[config.mk]
export PLATFORM = sky130hd
export DESIGN_NAME = debounce_bank
export DESIGN_NICKNAME = d
export VERILOG_FILES = /design/src/rtl/debounce_pkg.sv /design/src/rtl/debounce_channel.sv /design/src/rtl/debounce_bank.sv
export SDC_FILE = /design/constraint.sdc
export NUM_CORES = 1
export LEC_CHECK = 0
export CORE_MARGIN = 3
export CORE_UTILIZATION = 45
export CTS_CLUSTER_SIZE = 16
export DETAILED_ROUTE_END_ITERATION = 12
export PLACE_DENSITY = 0.65
export SETUP_SLACK_MARGIN = 0.15
export SYNTH_ARGS = -nofsm -noshare
export SYNTH_HDL_FRONTEND = slang
export SYNTH_HIERARCHICAL = 1
export SYNTH_SLANG_ARGS = --single-unit
[constraint.sdc]
create_clock -name clk -period 3.4 [get_ports clk]
set_input_delay 0.68 -clock clk [delete_from_list [all_inputs] [get_ports clk]]
set_output_delay 0.68 -clock clk [all_outputs]
set_load 0.01 [all_outputs]
[src/rtl/debounce_pkg.sv]
// Shared types, constants and helpers for the push-button conditioner.
package debounce_pkg;

  // Per-channel long-press state, exposed on the debug port.
  typedef enum logic [1:0] {
    IDLE      = 2'd0,
    WAIT_HOLD = 2'd1,
    REPEAT    = 2'd2
  } hold_state_t;

  localparam int DEF_N_CH          = 5;
  localparam int DEF_SYNC_STAGES   = 2;
  localparam int DEF_STABLE_CYCLES = 1000;
  localparam int DEF_HOLD_CYCLES   = 50_000_000;
  localparam int DEF_REPEAT_CYCLES = 10_000_000;

  // Bits needed to index 'value' distinct states; never less than 1 so
  // that degenerate parameter choices still yield a legal vector width.
  function automatic int clog2(input int value);
    int r;
    r = 0;
    while ((longint'(1) << r) < longint'(value)) r++;
    if (r < 1) r = 1;
    return r;
  endfunction

  function automatic int max2(input int a, input int b);
    return (a > b) ? a : b;
  endfunction

endpackage

[src/rtl/debounce_channel.sv]
// One button: synchroniser, stability-counter debouncer and long-press /
// auto-repeat FSM. The input is expected already polarity-corrected.
module debounce_channel
  import debounce_pkg::*;
#(
  parameter int SYNC_STAGES   = DEF_SYNC_STAGES,
  parameter int STABLE_CYCLES = DEF_STABLE_CYCLES,
  parameter int HOLD_CYCLES   = DEF_HOLD_CYCLES,
  parameter int REPEAT_CYCLES = DEF_REPEAT_CYCLES
) (
  input  logic        clk,
  input  logic        rst_n,
  input  logic        x,
  output logic        clean,
  output logic        rise,
  output logic        fall,
  output logic        hold,
  output hold_state_t state_dbg
);

  localparam int CW = clog2(STABLE_CYCLES + 1);
  localparam int HW = clog2(max2(HOLD_CYCLES, REPEAT_CYCLES) + 1);
  localparam logic [CW-1:0] CNT_LAST = CW'(STABLE_CYCLES - 1);
  localparam logic [HW-1:0] HOLD_V   = HW'(HOLD_CYCLES);
  localparam logic [HW-1:0] REP_V    = HW'(REPEAT_CYCLES);
  localparam logic [HW-1:0] H_ONE    = HW'(1);

  logic [SYNC_STAGES-1:0] sync_q;
  logic                   s;
  logic [CW-1:0]          cnt_q, cnt_d;
  logic                   flip, rise_d, fall_d;
  hold_state_t            state_q, state_d;
  logic [HW-1:0]          hcnt_q, hcnt_d;
  logic                   hold_d;

  assign s = sync_q[SYNC_STAGES-1];

  // Metastability chain: shift the raw level through SYNC_STAGES flops.
  always_ff @(posedge clk or negedge rst_n) begin
    if (!rst_n) sync_q <= '0;
    else        sync_q <= {sync_q[SYNC_STAGES-2:0], x};
  end

  // Count consecutive samples that disagree with clean; any agreeing
  // sample restarts the count, so short glitches never get through.
  always_comb begin
    cnt_d = cnt_q;
    flip  = 1'b0;
    if (s == clean) begin
      cnt_d = '0;
    end else if (cnt_q == CNT_LAST) begin
      flip  = 1'b1;
      cnt_d = '0;
    end else begin
      cnt_d = cnt_q + 1'b1;
    end
  end

  assign rise_d = flip & s;
  assign fall_d = flip & ~s;

  // Debounced level and its registered edge pulses.
  always_ff @(posedge clk or negedge rst_n) begin
    if (!rst_n) begin
      cnt_q <= '0;
      clean <= 1'b0;
      rise  <= 1'b0;
      fall  <= 1'b0;
    end else begin
      cnt_q <= cnt_d;
      if (flip) clean <= s;
      rise  <= rise_d;
      fall  <= fall_d;
    end
  end

  // Hold FSM state, hold counter and registered hold pulse.
  always_ff @(posedge clk or negedge rst_n) begin
    if (!rst_n) begin
      state_q <= IDLE;
      hcnt_q  <= '0;
      hold    <= 1'b0;
    end else begin
      state_q <= state_d;
      hcnt_q  <= hcnt_d;
      hold    <= hold_d;
    end
  end

  // Long-press sequencing. The rise decision is taken on the same edge
  // that sets clean, so hcnt equals the number of edges since that rise.
  // A pending fall suppresses the pulse so hold never lands with fall.
  // With no repeat, hcnt parks at 0 after the single pulse; it can never
  // equal HOLD_CYCLES (>=1) again until the next press reloads it.
  always_comb begin
    state_d = state_q;
    hcnt_d  = hcnt_q;
    hold_d  = 1'b0;
    if (HOLD_CYCLES == 0) begin
      state_d = IDLE;
      hcnt_d  = '0;
    end else begin
      case (state_q)
        IDLE: begin
          if (rise_d) begin
            state_d = WAIT_HOLD;
            hcnt_d  = H_ONE;
          end
        end
        WAIT_HOLD: begin
          if (!clean) begin
            state_d = rise_d ? WAIT_HOLD : IDLE;
            hcnt_d  = rise_d ? H_ONE : '0;
          end else if (fall_d) begin
            hcnt_d = hcnt_q;
          end else if (hcnt_q == HOLD_V) begin
            hold_d = 1'b1;
            if (REPEAT_CYCLES > 0) begin
              state_d = REPEAT;
              hcnt_d  = H_ONE;
            end else begin
              hcnt_d = '0;
            end
          end else if (hcnt_q != '0) begin
            hcnt_d = hcnt_q + H_ONE;
          end
        end
        REPEAT: begin
          if (!clean) begin
            state_d = rise_d ? WAIT_HOLD : IDLE;
            hcnt_d  = rise_d ? H_ONE : '0;
          end else if (fall_d) begin
            hcnt_d = hcnt_q;
          end else if (hcnt_q == REP_V) begin
            hold_d = 1'b1;
            hcnt_d = H_ONE;
          end else begin
            hcnt_d = hcnt_q + H_ONE;
          end
        end
        default: begin
          state_d = IDLE;
          hcnt_d  = '0;
        end
      endcase
    end
  end

  assign state_dbg = state_q;

endmodule

[src/rtl/debounce_bank.sv]
// N independent button conditioners on the system clock. INVERT folds
// active-low buttons to active-high before synchronisation. state_dbg
// carries each channel's hold FSM state, two bits per channel.
module debounce_bank
  import debounce_pkg::*;
#(
  parameter int              N_CH          = DEF_N_CH,
  parameter int              SYNC_STAGES   = DEF_SYNC_STAGES,
  parameter int              STABLE_CYCLES = DEF_STABLE_CYCLES,
  parameter int              HOLD_CYCLES   = DEF_HOLD_CYCLES,
  parameter int              REPEAT_CYCLES = DEF_REPEAT_CYCLES,
  parameter logic [N_CH-1:0] INVERT        = {N_CH{1'b0}}
) (
  input  logic              clk,
  input  logic              rst_n,
  input  logic [N_CH-1:0]   btn_in,
  output logic [N_CH-1:0]   clean,
  output logic [N_CH-1:0]   rise,
  output logic [N_CH-1:0]   fall,
  output logic [N_CH-1:0]   hold,
  output logic [2*N_CH-1:0] state_dbg
);

  for (genvar i = 0; i < N_CH; i++) begin : g_ch
    hold_state_t st;

    debounce_channel #(
      .SYNC_STAGES  (SYNC_STAGES),
      .STABLE_CYCLES(STABLE_CYCLES),
      .HOLD_CYCLES  (HOLD_CYCLES),
      .REPEAT_CYCLES(REPEAT_CYCLES)
    ) u_ch (
      .clk      (clk),
      .rst_n    (rst_n),
      .x        (btn_in[i] ^ INVERT[i]),
      .clean    (clean[i]),
      .rise     (rise[i]),
      .fall     (fall[i]),
      .hold     (hold[i]),
      .state_dbg(st)
    );

    assign state_dbg[2*i +: 2] = st;
  end

endmodule

==> metrics.md, run 1 <==
| Metric | Value |
|---|---|
| Number of buffers on the longest clock path | `3` |
| Die Width | `175 um` |
| Number of nets in the finished design | `1486` |
| Mean cell area of the mapped netlist | `9.09 um^2` |
| Count of flip-flops with a built-in enable after synthesis | `0` |
| Most common flop cell mapped by yosys | `sky130_fd_sc_hd__dfrtp_1` |
| Number of buffers inserted during clock tree synthesis | `27` |
| Netlist Area Pre-Place | `0.0128 mm^2` |
| Count of inserted antenna diode cells | `0` |
| Root buf cell | `sky130_fd_sc_hd__clkbuf_16` |
| DPL Wire Length | `19.0 mm` |
| Final Max Slew Viols | `0` |
| Effective utilization at floorplan | `45.9%` |
| Final setup violation count | `0` |
| Sum of routed wire length over all layers | `28.5 mm` |
| Maximum fanout encountered on the critical timing path | `24` |
| Static power due to leakage | `6.16 nW` |
| Via count | `10.6k` |
| Die Outline Area | `0.0305 mm^2` |
| Detailed Routing Iterations Pass 1 | `7` |
| Number of buffers added to fix hold violations after cts | `0` |
| Cell types with the highest counts after synthesis | `sky130_fd_sc_hd__dfrtp_1 (220), sky130_fd_sc_hd__nor2_1 (163), sky130_fd_sc_hd__nand2_1 (127)` |
| Number of H-tree branching levels | `1` |
| Fraction of registers with async set/reset | `100%` |
| Layout Area Growth over Synthesis | `12.5%` |
| Final cell count without fillers | `1841` |
| Cell types occupying the most area after synthesis | `sky130_fd_sc_hd__dfrtp_1 (43%), sky130_fd_sc_hd__a22o_1 (6.9%), sky130_fd_sc_hd__nor2_1 (4.8%)` |
| Clock skew | `0.00970 ns` |
| Actual transition at the worst max-transition pin | `0.981 ns` |
| Worst reg2reg path endpoint | `g_ch[3].u_ch/hcnt_q[14]` |
| Clk sink count | `220` |
| Worst ir drop on vdd | `0.000318 V` |
| Number of DRC violations after detailed routing | `0` |
| Data required time of the critical path | `3.81 ns` |
| Total negative slack for setup checks | `0 ns` |
| Seq/Total Area, Yosys | `43.0%` |
| Startpoint-to-endpoint class of the critical path | `reg2reg` |
| TritonCTS clock tree | `built` |
| Number of antenna violations at the first check in global routing | `0` |
| Vias in the first global route | `10.3k` |
| Yosys warning total | `6` |
| Number of flip-flops and latches in the synthesized netlist | `220` |
| Insertion delay of the later-clocked pin in the worst-skew pair | `0.53 ns` |
| Share of the clock period used by the worst path after layout | `87.2%` |
| Number of I/O port buffers | `36` |
| Area of the core | `0.0279 mm^2` |
| RSZ-0062 raised after global routing | `false` |
| Clock edge transition at the registers on the reported setup and hold paths | `0.06 ns` |
| Worst r2r src | `g_ch[3].u_ch/hcnt_q[16]` |
| WL per Instance | `15.5 um` |
| Count of maximum capacitance violations | `0` |
| Synth top area share | `43.0%` |
| Minimum clock period | `2.96 ns` |
| Worst slew slack as a fraction of its limit | `34.4%` |
| Via count normalized by instance count | `5.78` |
| Y dimension of the die | `175 um` |
| Hold WC Path Type | `in2async` |
| Final hold violations | `0` |
| Yosys top cell by area | `sky130_fd_sc_hd__dfrtp_1` |
| Flop2flop setup slack | `0.44 ns` |
| Wire length of the first global-routing pass | `49.5 mm` |
| Number of routed nets with antenna violations | `0` |
| Number of gates resized after CTS | `0` |
| Share of layout cells above drive strength 1 | `6.15%` |
| Pwr Density | `393 mW/mm^2` |
| Total of fill cells in the finished design | `2623` |
| Overall track demand over capacity in global routing | `18.6%` |
| Endpoint arrival time on the critical path | `3.37 ns` |
| Post-CTS setup buffer count | `0` |
| Worst slack on hold paths | `0.102 ns` |
| Sort of element at the start of the critical path | `flip-flop` |
| Utilization after layout | `51.6%` |
| Std cell rows | `61` |
| Pin count of the biggest net entering global routing | `69` |
| Synthesized Nets | `1452` |
| Overflow left after global routing | `0` |
| Final weighted congestion in routability-driven placement | `0.855` |
| Distinct cell type count after synthesis | `65` |
| Count of routing violations after the opening detailed-route iteration | `738` |
| Upper clock frequency limit | `337 MHz` |
| Critical Path Sink Type | `flip-flop` |
| Cell count after placement | `1793` |
| Result of the run | `complete, no violations` |
| Most common cell in the netlist | `sky130_fd_sc_hd__dfrtp_1` |
| # IOs | `37` |
| Cell count after synthesis | `1410` |
| Path depth of the worst reg2reg path | `7` |
==> worst max path at each step <==
| stage | to | slack (ns) | startpoint | depth (start not counted) |
|---|---|---|---|---|
| final | g_ch[3].u_ch/hcnt_q[14] | 0.44 | g_ch[3].u_ch/hcnt_q[16] | 7 |
| after global routing | g_ch[2].u_ch/hcnt_q[6] | 0.27 | g_ch[2].u_ch/hcnt_q[16] | 7 |
| after CTS | g_ch[1].u_ch/hcnt_q[13] | 0.43 | g_ch[1].u_ch/hcnt_q[16] | 7 |
| after detailed placement | g_ch[1].u_ch/hcnt_q[13] | 0.44 | g_ch[1].u_ch/hcnt_q[16] | 7 |
| after global placement | g_ch[3].u_ch/hcnt_q[19] | 0.51 | g_ch[3].u_ch/hcnt_q[18] | 7 |
| after floorplan | g_ch[0].u_ch/hcnt_q[21] | 0.67 | g_ch[0].u_ch/hcnt_q[16] | 8 |
==> sequential cells by signal, summed over array words and instances, names as in the netlist <==
signal	flops
g_ch.u_ch/rise	5
g_ch.u_ch/sync_q	10
g_ch.u_ch/clean	5
g_ch.u_ch/hcnt_q	130
g_ch.u_ch/state_dbg	10
g_ch.u_ch/fall	5
g_ch.u_ch/hold	5
g_ch.u_ch/cnt_q	50
==> per-layer routing <==
layer	up-vias	share of wire, %	global-route usage [%]
met1	5186	49	26.2
met4	0	2.4	4.75
met5	-	0	0
li1	5220	-	-
met3	44	3.2	2.41
met2	192	46	30.5
==> kinds of logic after synthesis <==
kind of cell / share of synthesized area (%)
muxes: 0.859
adders and majority gates: 3.42
and+or+nand+nor: 27.4
AOI/OAI and AO/OA: 17.8
buffers and inverters: 4.50
DFF: 43.0
xor gates and xnor gates: 3.08
==> cells in the final DEF (no fill, tap or decap), types with 6 or more instances in the layout <==
cell,netlist,final
sky130_fd_sc_hd__clkbuf_8,0,6
sky130_fd_sc_hd__o21bai_1,6,6
sky130_fd_sc_hd__nand2b_1,6,6
sky130_fd_sc_hd__o21ai_0,94,94
sky130_fd_sc_hd__nor3_1,81,81
sky130_fd_sc_hd__clkbuf_16,0,27
sky130_fd_sc_hd__nor2b_1,37,37
sky130_fd_sc_hd__mux2_1,8,8
sky130_fd_sc_hd__inv_1,64,64
sky130_fd_sc_hd__clkbuf_1,18,9
sky130_fd_sc_hd__xnor2_1,18,18
sky130_fd_sc_hd__nor4_1,31,31
sky130_fd_sc_hd__o211ai_1,8,8
sky130_fd_sc_hd__nand4_1,30,30
sky130_fd_sc_hd__o21ai_1,9,9
sky130_fd_sc_hd__ha_1,35,35
sky130_fd_sc_hd__nor2_1,163,163
sky130_fd_sc_hd__dfrtp_1,220,220
sky130_fd_sc_hd__nand2_1,127,127
sky130_fd_sc_hd__a22o_1,101,101
sky130_fd_sc_hd__o2bb2ai_1,8,8
sky130_fd_sc_hd__buf_4,4,15
sky130_fd_sc_hd__a21o_1,12,12
sky130_fd_sc_hd__a21oi_1,10,10
sky130_fd_sc_hd__and2_1,18,18
sky130_fd_sc_hd__nor4b_1,8,8
sky130_fd_sc_hd__and3_1,46,46
sky130_fd_sc_hd__or4_1,13,13
sky130_fd_sc_hd__a31oi_1,12,12
sky130_fd_sc_hd__clkdlybuf4s50_1,0,35
sky130_fd_sc_hd__xor2_1,27,27
sky130_fd_sc_hd__or3_1,6,6
sky130_fd_sc_hd__nand3_1,81,81
==> critical path, stage by stage (launching register included) <==
cell                      delay, ns
sky130_fd_sc_hd__dfrtp_1       0.42
sky130_fd_sc_hd__or4_1         0.54
sky130_fd_sc_hd__or4_1         0.54
sky130_fd_sc_hd__or3_4         0.44
sky130_fd_sc_hd__a32oi_4       0.20
sky130_fd_sc_hd__buf_4         0.29
sky130_fd_sc_hd__o21ai_0       0.15
sky130_fd_sc_hd__a22o_1        0.26
==> power by group <==
part / switching [mW] / internal (mW) / leakage (nW) / total, mW
logic: 0.0718 / 0.0272 / 2.69 / 0.0989
clock network: 1.10 / 1.81 / 0.437 / 2.91
registers: 0.0204 / 2.64 / 3.04 / 2.66
==> layout make-up <==
| cell class | count | area (um^2) | share of cell area, % |
|---|---|---|---|
| clock buffers | 42 | 792 | 5.49 |
| clock inverters | 6 | 108 | 0.746 |
| inverters | 65 | 244 | 1.69 |
| multi-input cells | 1076 | 6760 | 46.9 |
| flip-flops and latches | 220 | 5510 | 38.2 |
| well taps | 378 | 473 | 3.28 |
| repair buffers | 54 | 538 | 3.73 |
==> per-stage QoR <==
stage	area [um^2]	total power, mW	setup WS, ns
6_report	14400	5.67	0.436
3_3_place_gp	13500	2.81	0.509
2_1_floorplan	12800	2.73	0.670
5_1_grt	14400	5.88	0.267
3_5_place_dp	13500	2.81	0.444
4_1_cts	14400	5.76	0.431
(Power assumes the default switching activity.)
==> run 2: changes to the inputs <==
--- a/config.mk
+++ b/config.mk
@@ -6,10 +6,10 @@
 export NUM_CORES = 1
 export LEC_CHECK = 0
 export CORE_MARGIN = 3
-export CORE_UTILIZATION = 45
+export CORE_UTILIZATION = 60
 export CTS_CLUSTER_SIZE = 16
 export DETAILED_ROUTE_END_ITERATION = 12
-export PLACE_DENSITY = 0.65
+export PLACE_DENSITY = 0.82
 export SETUP_SLACK_MARGIN = 0.15
 export SYNTH_ARGS = -nofsm -noshare
 export SYNTH_HDL_FRONTEND = slang
==> run 2 against run 1 <==
  * Power down 2.5%
  * Sequential share of layout area up 0.47 points
  * Critical path depth unchanged
  * Worst setup slack worse by 0.11 ns
  * Cell area down 1.2%
  * Utilization up 17 points
  * Largest power group unchanged
==> metrics.md, run 2 (same netlist as run 1, synthesis figures left out) <==
| Metric | Value |
|---|---|
| Critical Path Sink Type | `flip-flop` |
| Number of buffers added to fix hold violations after cts | `0 (unchanged)` |
| Worst ir drop on vdd | `0.000374 V (+18%)` |
| Number of antenna violations at the first check in global routing | `0 (unchanged)` |
| Actual transition at the worst max-transition pin | `0.787 ns (-0.194 ns)` |
| Share of layout cells above drive strength 1 | `6.30% (+0.15 points)` |
| Wire length of the first global-routing pass | `49.9 mm (+0.77%)` |
| Endpoint arrival time on the critical path | `3.47 ns (+0.10 ns)` |
| Pin count of the biggest net entering global routing | `79 (+14%)` |
| Leading cell type in the layout, fill and taps excluded | `sky130_fd_sc_hd__dfrtp_1` |
| Sort of element at the start of the critical path | `flip-flop` |
| Clock skew | `0.0157 ns (+0.00601 ns)` |
| Most used cells in the layout excluding fill and tap cells | `sky130_fd_sc_hd__dfrtp_1 (220), sky130_fd_sc_hd__nor2_1 (163), sky130_fd_sc_hd__nand2_1 (127)` |
| Number of buffers inserted during clock tree synthesis | `25 (-7.4%)` |
| RSZ-0062 raised after global routing | `false` |
| Detailed Routing Iterations Pass 1 | `5 (-2)` |
| Startpoint-to-endpoint class of the critical path | `reg2reg` |
| Y dimension of the die | `152 um (-13%)` |
| Minimum clock period | `3.08 ns (+0.113 ns)` |
| Worst slack on hold paths | `0.120 ns (+0.0183 ns)` |
| Worst slew slack as a fraction of its limit | `47.0% (+13 points)` |
| Die Outline Area | `0.0231 mm^2 (-24%)` |
| Post-route cell area | `0.0142 mm^2 (-1.2%)` |
| Area of the core | `0.0206 mm^2 (-26%)` |
| Share of the clock period used by the worst path after layout | `90.5% (+3.3 points)` |
| Final weighted congestion in routability-driven placement | `0.872 (+2.0%)` |
| Number of DRC violations after detailed routing | `0 (unchanged)` |
| Hold WC Path Type | `in2async` |
| Number of routed nets with antenna violations | `0 (unchanged)` |
| Count of maximum capacitance violations | `0 (unchanged)` |
| Clk sink count | `220 (unchanged)` |
| Final setup violation count | `0 (unchanged)` |
| Via count normalized by instance count | `6.29 (+8.8%)` |
| Number of buffers on the longest clock path | `3 (unchanged)` |
| Die Width | `152 um (-13%)` |
| Insertion delay of the later-clocked pin in the worst-skew pair | `0.52 ns (about the same)` |
| Via count | `10.9k (+2.2%)` |
| Upper clock frequency limit | `325 MHz (-3.7%)` |
| Clock edge transition at the registers on the reported setup and hold paths | `0.06 ns (about the same)` |
| Number of H-tree branching levels | `1 (unchanged)` |
| Pwr Density | `388 mW/mm^2 (-1.3%)` |
| Register with the most flip-flops | `g_ch.u_ch/hcnt_q` |
| Overflow left after global routing | `0 (unchanged)` |
| Final hold violations | `0 (unchanged)` |
| Effective utilization at floorplan | `62.1% (+16 points)` |
| Area of placed instances | `0.0134 mm^2 (-0.89%)` |
| Maximum fanout encountered on the critical timing path | `14 (-42%)` |
| Number of nets in the finished design | `1486 (unchanged)` |
| Sum of routed wire length over all layers | `28.2 mm (-0.84%)` |
| DPL Wire Length | `19.0 mm (about the same)` |
| Vias in the first global route | `10.6k (+2.6%)` |
| Count of routing violations after the opening detailed-route iteration | `990 (+34%)` |
| Layout Area Growth over Synthesis | `11.1%` |
| Final Max Slew Viols | `0 (unchanged)` |
| Total negative slack for setup checks | `0 ns (unchanged)` |
| # IOs | `37 (unchanged)` |
| Result of the run | `complete, no violations` |
| Data required time of the critical path | `3.80 ns (about the same)` |
| Number of I/O port buffers | `36 (unchanged)` |
| Number of flip-flops under the largest register name | `130 (unchanged)` |
| Static power due to leakage | `6.15 nW (-0.17%)` |
| Overall track demand over capacity in global routing | `24.3% (+5.8 points)` |
| Top flop regs | `g_ch.u_ch/hcnt_q x130, g_ch.u_ch/cnt_q x50` |
| Std cell rows | `52 (-15%)` |
| TritonCTS clock tree | `built` |
| Root buf cell | `sky130_fd_sc_hd__clkbuf_16` |
| Count of inserted antenna diode cells | `0 (unchanged)` |
| WL per Instance | `16.3 um (+5.5%)` |
## run 2: cell count changes in the layout (fill, tap and decap cells not counted)
cell,previous run,this run
sky130_fd_sc_hd__buf_4,15,17
sky130_fd_sc_hd__bufinv_16,3,4
sky130_fd_sc_hd__clkbuf_1,9,4
sky130_fd_sc_hd__clkbuf_16,27,25
sky130_fd_sc_hd__clkbuf_8,6,3
sky130_fd_sc_hd__clkinv_2,2,5
sky130_fd_sc_hd__inv_6,0,1
## run 2: worst paths after layout
check                                        startpoint                 endpoint  slack, ns  cells past startpoint
worst max-delay path            g_ch[1].u_ch/hcnt_q[16]  g_ch[1].u_ch/hcnt_q[21]       0.32                      7
worst min-delay path                              rst_n       g_ch[2].u_ch/clean       0.12                      1
worst max register to register  g_ch[1].u_ch/hcnt_q[16]  g_ch[1].u_ch/hcnt_q[21]       0.32                      7
worst min register to register   g_ch[4].u_ch/sync_q[0]   g_ch[4].u_ch/sync_q[1]       0.35                      0
max in group asynchronous                         rst_n  g_ch[3].u_ch/hcnt_q[17]       2.46                      2
min in group clk                 g_ch[4].u_ch/sync_q[0]   g_ch[4].u_ch/sync_q[1]       0.35                      0
## run 2: critical path: stages, from the launching register on
cell and delay, ns:
sky130_fd_sc_hd__dfrtp_1 0.43, sky130_fd_sc_hd__or4_1 0.55, sky130_fd_sc_hd__or4_1 0.54, sky130_fd_sc_hd__or3_4 0.44
sky130_fd_sc_hd__a32oi_4 0.36, sky130_fd_sc_hd__buf_4 0.28, sky130_fd_sc_hd__o21ai_0 0.12, sky130_fd_sc_hd__a22o_1 0.25
## run 2: per-layer routing
metal | GRT usage [%] | vias to the layer above | wire length, um
li1 | - | 5211 | -
met1 | 34.5 | 5339 | 12800
met2 | 40.7 | 292 | 13600
met3 | 2.93 | 35 | 1360
met4 | 5.22 | 0 | 414
met5 | 0 | - | 0
## run 2: final cells by class
cell class                 instances  area (um^2)
multi-input combinational       1076         6760
fill                            1544         6380
sequential                       220         5510
clock buffer                      32          682
timing repair buffer              56          553
tap                              270          338
inverter                          65          244
clock inverter                    11          161
## run 2: where the power goes
group / switching [mW] / leakage [nW] / internal, mW / total, mW
Sequential: 0.0214 / 3.04 / 2.64 / 2.66
Clock: 1.06 / 0.415 / 1.71 / 2.77
Combinational: 0.0711 / 2.70 / 0.0279 / 0.0990
## run 2: through the flow
step	worst slack [ns]	instances	util, %	power, mW
final	0.323	1730	69.0	5.53
after global routing	0.158	1730	69.0	5.72
after CTS	0.331	1730	69.0	5.59
after detailed placement	0.349	1687	65.0	2.81
after global placement	0.424	1687	65.0	2.81
after floorplan	0.670	1410	-	2.73
## run 2: timing repair
| item | 4_1_cts | 5_1_grt |
|---|---|---|
| endpoints found under the setup margin | 0 | 1 |
| hold endpoints to repair | 0 | 0 |
| gates resized for setup | 0 | 0 |
| setup buffers | 0 | 0 |
==> run 3: changes to the inputs <==
--- a/config.mk
+++ b/config.mk
@@ -5,7 +5,7 @@
 export SDC_FILE = /design/constraint.sdc
 export NUM_CORES = 1
 export LEC_CHECK = 0
-export CORE_MARGIN = 3
+export CORE_MARGIN = 4
 export CORE_UTILIZATION = 60
 export CTS_CLUSTER_SIZE = 16
 export DETAILED_ROUTE_END_ITERATION = 12
==> run 3 against run 2 <==
  * Maximum frequency increased by 0.22%
  * Combinational power increased by 0.7%
  * Worst setup slack improved by 0.0066 ns
  * First-iteration DRC count decreased by 28%
  * Flip-flop and latch count unchanged
  * Sequential share of layout area about the same
  * Utilization decreased by 1.3 points
  * Register-to-register slack about the same
  * Critical path type unchanged
  * Highest routed layer unchanged
==> metrics.md, run 3 (same netlist as run 1, synthesis figures left out) <==
| Metric | Value |
|---|---|
| Hold WC Path Type | `in2async` |
| Insertion delay of the later-clocked pin in the worst-skew pair | `0.53 ns (about the same)` |
| Final critical-path setup slack | `0.330 ns (+0.00660 ns)` |
| Number of buffers on the longest clock path | `3 (unchanged)` |
| Die Outline Area | `0.0238 mm^2 (+2.6%)` |
| Vias in the first global route | `10.5k (-1.2%)` |
| Wire length of the first global-routing pass | `49.4 mm (-1.0%)` |
| Total power | `5.52 mW (-0.21%)` |
| Final setup violation count | `0 (unchanged)` |
| Most used cells in the layout excluding fill and tap cells | `sky130_fd_sc_hd__dfrtp_1 (220), sky130_fd_sc_hd__nor2_1 (163), sky130_fd_sc_hd__nand2_1 (127)` |
| Via count | `10.7k (-1.3%)` |
| Total of fill cells in the finished design | `1614 (+4.5%)` |
| Minimum clock period | `3.07 ns (-0.00660 ns)` |
| Std cell rows | `53 (+1.9%)` |
| Overflow left after global routing | `0 (unchanged)` |
| Data required time of the critical path | `3.80 ns (about the same)` |
| Final weighted congestion in routability-driven placement | `0.866 (-0.61%)` |
| Number of antenna violations at the first check in global routing | `0 (unchanged)` |
| Critical Path Sink Type | `flip-flop` |
| Sort of element at the start of the critical path | `flip-flop` |
| Path depth of the worst reg2reg path | `7 (unchanged)` |
| WL per Instance | `16.3 um (about the same)` |
| Number of buffers inserted during clock tree synthesis | `26 (+4.0%)` |
| Net switching component of the power | `1.19 mW (+3.2%)` |
| Sequential power share | `48.2% (about the same)` |
| Number of I/O port buffers | `36 (unchanged)` |
| Final Max Slew Viols | `0 (unchanged)` |
| Sw frac | `21.5% (+0.72 points)` |
| Worst slew slack as a fraction of its limit | `49.6% (+2.5 points)` |
| Endpoint arrival time on the critical path | `3.47 ns (about the same)` |
| Leading cell type in the layout, fill and taps excluded | `sky130_fd_sc_hd__dfrtp_1` |
| Pin count of the biggest net entering global routing | `99 (+25%)` |
| Top flop regs | `g_ch.u_ch/hcnt_q x130, g_ch.u_ch/cnt_q x50` |
| Number of H-tree branching levels | `1 (unchanged)` |
| Startpoint-to-endpoint class of the critical path | `reg2reg` |
| Worst reg2reg path endpoint | `g_ch[3].u_ch/hcnt_q[17]` |
| Number of DRC violations after detailed routing | `0 (unchanged)` |
| Total negative slack for setup checks | `0 ns (unchanged)` |
| Detailed Routing Iterations Pass 1 | `5 (unchanged)` |
| Clock skew | `0.0123 ns (-0.00344 ns)` |
| RSZ-0062 raised after global routing | `false` |
| # IOs | `37 (unchanged)` |
| Worst ir drop on vdd | `0.000349 V (-6.7%)` |
| Area of the core | `0.0210 mm^2 (+1.9%)` |
| Number of routed nets with antenna violations | `0 (unchanged)` |
| Count of inserted antenna diode cells | `0 (unchanged)` |
| Maximum fanout encountered on the critical timing path | `20 (+6)` |
| Layout Area Growth over Synthesis | `11.1% (about the same)` |
| Actual transition at the worst max-transition pin | `0.757 ns (-0.0307 ns)` |
| Share of the clock period used by the worst path after layout | `90.3% (-0.19 points)` |
| Static power due to leakage | `6.15 nW (about the same)` |
| Via count normalized by instance count | `6.18 (-1.8%)` |
| Register with the most flip-flops | `g_ch.u_ch/hcnt_q` |
| Count of routing violations after the opening detailed-route iteration | `714 (-28%)` |
| Upper clock frequency limit | `326 MHz (+0.22%)` |
| Final hold violations | `0 (unchanged)` |
| Worst r2r src | `g_ch[3].u_ch/hcnt_q[18]` |
| Pwr Density | `387 mW/mm^2 (-0.19%)` |
| Portion of total power attributed to combinational logic | `1.8% (about the same)` |
| Clock edge transition at the registers on the reported setup and hold paths | `0.06 ns (about the same)` |
| Die Width | `154 um (+1.3%)` |
| Number of nets in the finished design | `1486 (unchanged)` |
| DPL Wire Length | `18.9 mm (-0.37%)` |
| Sum of routed wire length over all layers | `28.4 mm (+0.50%)` |
| Clk sink count | `220 (unchanged)` |
| Internal power of the cells | `4.33 mW (-1.1%)` |
| Count of maximum capacitance violations | `0 (unchanged)` |
| Clk pwr share | `50.0% (about the same)` |
| Root buf cell | `sky130_fd_sc_hd__clkbuf_16` |
| Number of flip-flops under the largest register name | `130 (unchanged)` |
| Result of the run | `complete, no violations` |
| Share of layout cells above drive strength 1 | `6.49% (+0.19 points)` |
| TritonCTS clock tree | `built` |
| Y dimension of the die | `154 um (+1.3%)` |
| Effective utilization at floorplan | `61.0% (-1.2 points)` |
| Overall track demand over capacity in global routing | `23.8% (-0.53 points)` |
| Worst setup timing slack at the placement stage | `0.322 ns (-0.0276 ns)` |
| Flop2flop setup slack | `0.33 ns (about the same)` |
run 3: worst max-delay path by stage:
| stage | slack (ns) | from | end | cells past startpoint |
|---|---|---|---|---|
| after floorplan | 0.67 | g_ch[0].u_ch/hcnt_q[16] | g_ch[0].u_ch/hcnt_q[21] | 8 |
| after global placement | 0.39 | g_ch[3].u_ch/hcnt_q[16] | g_ch[3].u_ch/hcnt_q[7] | 7 |
| after detailed placement | 0.32 | g_ch[3].u_ch/hcnt_q[16] | g_ch[3].u_ch/hcnt_q[19] | 7 |
| after CTS | 0.30 | g_ch[3].u_ch/hcnt_q[16] | g_ch[3].u_ch/hcnt_q[17] | 7 |
| after global routing | 0.16 | g_ch[3].u_ch/hcnt_q[16] | g_ch[3].u_ch/hcnt_q[8] | 7 |
| final | 0.33 | g_ch[3].u_ch/hcnt_q[18] | g_ch[3].u_ch/hcnt_q[17] | 7 |
run 3: worst max-delay path: stages (launching register included):
cell,delay (ns)
sky130_fd_sc_hd__dfrtp_1,0.41
sky130_fd_sc_hd__or4_1,0.56
sky130_fd_sc_hd__or4_1,0.53
sky130_fd_sc_hd__or3_4,0.43
sky130_fd_sc_hd__a32oi_4,0.33
sky130_fd_sc_hd__nor2b_1,0.19
sky130_fd_sc_hd__buf_4,0.25
sky130_fd_sc_hd__a22o_1,0.22
run 3: metrics by stage:
stage / hold slack (ns) / area [um^2] / cells / utilization (%)
global route: 0.221 / 14200 / 1738 / 67.7
global placement: 0.334 / 13400 / 1691 / 63.7
floorplan: 0.331 / 12800 / 1410 / -
finish: 0.165 / 14200 / 1738 / 67.7
CTS: 0.211 / 14200 / 1738 / 67.7
detailed placement: 0.341 / 13400 / 1691 / 63.7
run 3: timing repair:
action | CTS | global route
setup buffers | 0 | 0
hold buffers | 0 | 0
gates resized for setup | 0 | 0
setup endpoints to repair | 0 | 3
run 3: area by class of cell:
| type | instances | area [um^2] | share of cell area (%) |
|---|---|---|---|
| repair buffers | 55 | 533 | 3.74 |
| multi-input cells | 1076 | 6760 | 47.5 |
| clock inverters | 13 | 123 | 0.861 |
| flip-flops and latches | 220 | 5510 | 38.7 |
| clock buffers | 34 | 732 | 5.14 |
| well taps | 275 | 344 | 2.42 |
| inverters | 65 | 244 | 1.71 |
run 3: routing by layer:
metal  GRT usage (%)  part of all wire, %
met1            33.1                   46
met2            40.1                   48
met3            2.87                  3.9
met4            5.80                  2.2
met5               0                    0
run 3: power by group through the flow:
stage | Sequential, mW | Clock, mW | Combinational [mW]
after detailed placement | 2.71 | 0 | 0.104
after floorplan | 2.70 | 0 | 0.0294
after CTS | 2.66 | 2.81 | 0.105
final | 2.66 | 2.76 | 0.0997
after global routing | 2.66 | 2.92 | 0.118
after global placement | 2.71 | 0 | 0.101
